<file path="src/rtl/obstacle_collision_detector.sv">
`default_nettype none
// ---------------------------------------------------------------------------
// obstacle_collision_detector: pointer/obstacle hit detection, per-frame damage,
// HP, invulnerability window and game-over flag.  Rev 1.0
// ---------------------------------------------------------------------------
module obstacle_collision_detector #(
  parameter int MAX_HP        = 3,
  parameter int CURSOR_W      = 16,
  parameter int CURSOR_H      = 16,
  parameter int INVULN_FRAMES = 60,
  parameter int FRAME_VCOUNT  = 600
) (
  input  logic        pclk,
  input  logic        rst,
  input  logic        game_on,
  input  logic [11:0] hcount_in,
  input  logic [11:0] vcount_in,
  input  logic [11:0] obstacle_x,
  input  logic [11:0] obstacle_y,
  input  logic [11:0] mouse_xpos,
  input  logic [11:0] mouse_ypos,
  output logic        hit,
  output logic [3:0]  hp,
  output logic        invulnerable,
  output logic        game_over
);

  typedef enum logic [1:0] {
    S_IDLE   = 2'd0,
    S_ARMED  = 2'd1,
    S_INVULN = 2'd2,
    S_DEAD   = 2'd3
  } state_t;

  localparam logic [3:0]  C_MAX_HP  = 4'(MAX_HP);
  localparam logic [7:0]  C_INV     = 8'(INVULN_FRAMES);
  localparam logic [11:0] C_FRAME_V = 12'(FRAME_VCOUNT);

  state_t      state_q, state_d;
  logic [3:0]  hp_q, hp_d;
  logic [7:0]  inv_cnt_q, inv_cnt_d;
  logic        hit_q, hit_d;
  logic        pend_q, pend_d;
  logic        overlap_q;

  logic        w_pix_valid;
  logic        w_overlap;
  logic        w_frame_tick;
  logic        w_frame_hit;
  logic [12:0] w_x_end;
  logic [12:0] w_y_end;

  // 13-bit upper bounds so a pointer near the right/bottom edge does not wrap
  assign w_x_end      = {1'b0, mouse_xpos} + 13'(CURSOR_W);
  assign w_y_end      = {1'b0, mouse_ypos} + 13'(CURSOR_H);
  assign w_pix_valid  = (obstacle_x != 12'd0) || (obstacle_y != 12'd0);
  assign w_overlap    = w_pix_valid
                     && (obstacle_x >= mouse_xpos) && ({1'b0, obstacle_x} < w_x_end)
                     && (obstacle_y >= mouse_ypos) && ({1'b0, obstacle_y} < w_y_end);
  assign w_frame_tick = (hcount_in == 12'd0) && (vcount_in == C_FRAME_V);
  assign w_frame_hit  = pend_q | overlap_q;

  always_ff @(posedge pclk) begin
    if (rst) begin
      state_q   <= S_IDLE;
      hp_q      <= C_MAX_HP;
      inv_cnt_q <= 8'd0;
      hit_q     <= 1'b0;
      pend_q    <= 1'b0;
      overlap_q <= 1'b0;
    end else begin
      state_q   <= state_d;
      hp_q      <= hp_d;
      inv_cnt_q <= inv_cnt_d;
      hit_q     <= hit_d;
      pend_q    <= pend_d;
      overlap_q <= w_overlap;
    end
  end

  always_comb begin
    state_d   = state_q;
    hp_d      = hp_q;
    inv_cnt_d = inv_cnt_q;
    hit_d     = 1'b0;
    pend_d    = pend_q;

    if (!game_on) begin
      // Leaving the game wins over any damage decided in the same cycle
      state_d   = S_IDLE;
      hp_d      = C_MAX_HP;
      inv_cnt_d = 8'd0;
      pend_d    = 1'b0;
    end else begin
      case (state_q)
        S_IDLE: begin
          hp_d    = C_MAX_HP;
          pend_d  = 1'b0;
          state_d = S_ARMED;
        end
        S_ARMED: begin
          if (w_frame_tick) begin
            pend_d = 1'b0;
            if (w_frame_hit) begin
              hit_d = 1'b1;
              if (hp_q <= 4'd1) begin
                hp_d    = 4'd0;
                state_d = S_DEAD;
              end else begin
                hp_d      = hp_q - 4'd1;
                inv_cnt_d = C_INV;
                state_d   = S_INVULN;
              end
            end
          end else if (overlap_q) begin
            pend_d = 1'b1;
          end
        end
        S_INVULN: begin
          pend_d = 1'b0;
          if (w_frame_tick) begin
            if (inv_cnt_q <= 8'd1) begin
              inv_cnt_d = 8'd0;
              state_d   = S_ARMED;
            end else begin
              inv_cnt_d = inv_cnt_q - 8'd1;
            end
          end
        end
        default: begin
          hp_d   = 4'd0;
          pend_d = 1'b0;
        end
      endcase
    end
  end

  assign hit          = hit_q;
  assign hp           = hp_q;
  assign invulnerable = (state_q == S_INVULN);
  assign game_over    = (state_q == S_DEAD);

endmodule
`default_nettype wire

</file>
<file path="config.mk">
export PLATFORM = sky130hd
export DESIGN_NAME = obstacle_collision_detector
export DESIGN_NICKNAME = d
export VERILOG_FILES = /design/src/rtl/obstacle_collision_detector.sv
export SDC_FILE = /design/constraint.sdc
export NUM_CORES = 1
export LEC_CHECK = 0
export ABC_AREA = 1
export ABC_CLOCK_PERIOD_IN_PS = 5200
export CORE_AREA = 5 5 98 100
export DETAILED_ROUTE_END_ITERATION = 6
export DIE_AREA = 0 0 103 105
export SYNTH_ARGS = -nofsm -noshare
export SYNTH_HDL_FRONTEND = slang
export SYNTH_SLANG_ARGS = --single-unit
</file>
<file path="constraint.sdc">
create_clock -name pclk -period 5.2 [get_ports pclk]
set_input_delay 1.3 -clock pclk [delete_from_list [all_inputs] [get_ports pclk]]
set_output_delay 1.3 -clock pclk [all_outputs]
set_load 0.005 [all_outputs]
</file>
==> results.yml <==
status:
  outcome: "finished, final reports clean"
route:
  drc_errors: 0
  avgViaCountPerCell: 4.56
  firstDrtPassIters: 4
  drtIter0Drc: 55
  routed_wl_mm: 6.44
  final_antenna_net_count: 0
  vias: 2697
  wl_per_cell_um: 10.9
clocking:
  postCtsHoldBufs: 0
  ctsHtreeMaxLevel: 1
  cts_resized: 0
  clock_latency_ns: 0.26
  cts_tree: "done"
  clkSinkCount: 17
  ctsLongestPathBuffers: 2
  post_cts_buffers: 0
  clkTransAtPathRegs_ns: 0.07
  cts_buffers: 3
  cts_root_buffer: "clkbuf_8"
cells_and_area:
  fillers: 916
  finalCoreUtilization_pct: 40.5
  finalInstanceArea_sq_um: 3480
  multi_input_area_sq_um: 1910
  diodes: 0
  syn2layout_area_growth_pct: 39.2
  final_cells: 592
  nets: 606
  regArea_sq_um: 340
  drive_gt1_share_pct: 4.96
pwr:
  combPwrFrac_pct: 46.2
  power_frac_clock_pct: 22.9
  p_seq_share_pct: 31.0
  power_mw: 0.442
  p_switching_mw: 0.149
  leakagePower_nw: 1.68
  power_density_nw_per_um2: 127
  ir_worst_vdd_mv: 0.0587
  switching_share_pct: 33.7
  internal-power_mw: 0.293
sta:
  timing_hold_violations_final: 0
  slew_headroom_pct: 79.1
  post-route-period-util_pct: 62.0
  worst_slew_pin_slew_ns: 0.313
  setup_ws_ns: 1.98
  setup_viol: 0
  rsz0062_at_grt: "no"
  hold_slack_ns: 0.499
  period_needed_ns: 3.22
  maxSlewViolCount: 0
  skew_ns: 0.00160
  fin_setup_tns_ns: 0
  fmax_mhz: 310
hold_path:
  hold_start: "hp[0]$_SDFFE_PP1P_"
  worstHoldPathCells: 2
  hold_path.class: "reg2reg"
  min_to: "hp[0]$_SDFFE_PP1P_"
global_routing:
  grt_use_total_pct: 11.9
  overflow: 0
  grt_pass1_wl_mm: 10.8
  grt_max_degree: 12
  grt_pass1_vias: 2645
  antenna_found_initial: 0
yosys:
  ys_seq_area_share_pct: 13.6
  synth_nets: 521
  synth-simple-area-share_pct: 37.2
  ys_ff_latch: 17
  synthesis.area_sq_um: 2500
  synth_top_family_by_area: "simple AND/OR/NAND/NOR gates"
  syn_area_per_cell_sq_um: 6.26
  synth.mux.area_fraction_pct: 0
  synth-xor-area-share_pct: 5.95
  synth_compound_area_share_pct: 10.4
  yosys_warnings: 0
  netlist_instances: 400
  synth_cell_type_count: 29
  synth_fa_ha_area_share_pct: 23.0
critical_path:
  end_kind: "flip-flop"
  cp.required_ns: 5.40
  startpoint: "mouse_xpos[4]"
  path_class: "in2reg"
  r2r_start: "inv_cnt_q[0]$_SDFFE_PP0P_"
  startpoint_type: "primary input"
  rr_worst_depth: 9
  critPathArrivalTime_ns: 3.43
  reg2reg_slack_ns: 3.63
  r2r_end: "inv_cnt_q[7]$_SDFFE_PP0P_"
  cp_max_fo: 3
die:
  die_h_um: 105
  start_util_pct: 29.1
  die-area_sq_um: 10800
  die_w_um: 103
  rows: 34
  io_pins: 82
  core_area_sq_um: 8590
place:
  hpwl_mm: 5.74
  post-place-ws_ns: 1.69
  place_inst: 588
  portBuffers: 81
  postPlaceCellArea_sq_um: 3440
  gp_congestion: 0.838
run:
  cap_violations: 0
## layout by cell type (no fill, tap or decap), types with 2 or more instances in the layout
cell type,instances
nand2_1,82
clkdlybuf4s50_1,81
nor2_1,63
inv_1,60
ha_1,46
a21oi_1,29
nand3_1,28
dfxtp_1,17
xor2_1,13
o21ai_0,12
nor3_1,8
nor2_2,7
nand4_1,5
xnor2_1,4
inv_2,3
nor3_2,3
clkbuf_8,3
nand3b_1,2
nand4_2,2
nand2_2,2
nand2_4,2
o21bai_1,2
o211ai_1,2
## power groups by stage
stage / Clock, mW / Sequential, mW / Combinational [mW]
floorplan: 0 / 0.139 / 0.114
global placement: 0 / 0.140 / 0.203
detailed placement: 0 / 0.140 / 0.205
CTS: 0.107 / 0.137 / 0.207
global route: 0.110 / 0.137 / 0.234
finish: 0.101 / 0.137 / 0.204
## worst max-delay path, stage by stage
cell and delay, ns:
clkdlybuf4s50_1 0.52, ha_1 0.20, nand2_1 0.06, nor2_1 0.19, nand3_1 0.12, xor2_1 0.16
ha_1 0.29, a21oi_1 0.14, nand3b_1 0.11, nand2_1 0.06, a21oi_1 0.12, nand3_1 0.08
nor2_1 0.08
## state kept, by name, indices dropped and copies added (netlist names)
name / cells
state_q: 2
pend_q: 1
hit: 1
inv_cnt_q: 8
hp: 4
overlap_q: 1
## worst max-delay path by stage
stage	end	slack (ns)	cells past startpoint
2_1_floorplan	overlap_q$_SDFF_PP0_	2.42	12
3_3_place_gp	overlap_q$_SDFF_PP0_	1.77	13
3_5_place_dp	overlap_q$_SDFF_PP0_	1.69	13
6_report	overlap_q$_SDFF_PP0_	1.98	13
5_1_grt	overlap_q$_SDFF_PP0_	1.66	13
4_1_cts	overlap_q$_SDFF_PP0_	1.96	13
## logic make-up after synthesis
logic type	after synthesis
DFF	17
adders and majority gates	46
and+or+nand+nor	207
buffers and inverters	64
xor gates and xnor gates	17
AOI/OAI and AO/OA	49
## synthesized netlist by cell type
cell / n / area, sq um
dfxtp_1: 17 / 340
xor2_1: 13 / 114
o22ai_1: 1 / 6.26
o21ai_1: 1 / 5.00
nand4_1: 5 / 31.3
nor2_4: 1 / 11.3
nor2_1: 63 / 236
nor2_2: 7 / 43.8
inv_1: 60 / 225
o211ai_1: 2 / 15.0
buf_6: 1 / 11.3
nand2_1: 82 / 308
nand2_4: 2 / 22.5
nor3b_1: 1 / 7.51
xnor2_1: 4 / 35.0
nor3_1: 8 / 40.0
nand4_2: 2 / 25.0
o21ai_0: 12 / 60.1
nor3_2: 3 / 30.0
nor4_1: 1 / 6.26
o31ai_1: 1 / 7.51
a31oi_1: 1 / 6.26
inv_2: 3 / 11.3
nand3_1: 28 / 140
a21oi_1: 29 / 145
nand3b_1: 2 / 15.0
nand2_2: 2 / 12.5
o21bai_1: 2 / 15.0
ha_1: 46 / 576
## metal layers
| layer | global-route usage [%] | vias to the layer above | wire length, um |
|---|---|---|---|
| met5 | 0 | - | 0 |
| met3 | 1.27 | 5 | 454 |
| li1 | - | 1471 | - |
| met4 | 3.79 | 0 | 78 |
| met1 | 14.5 | 1153 | 2910 |
| met2 | 21.3 | 68 | 3000 |
## layout make-up
cell class                      count  area share, %
Clock buffer                        3           1.19
Tap cell                          108           3.88
Timing Repair Buffer               81           23.3
Multi-Input combinational cell    319           55.0
Sequential cell                    17           9.77
Inverter                           63           6.79
Clock inverter                      1          0.144
No activity file was read; power rests on OpenSTA's default activity.
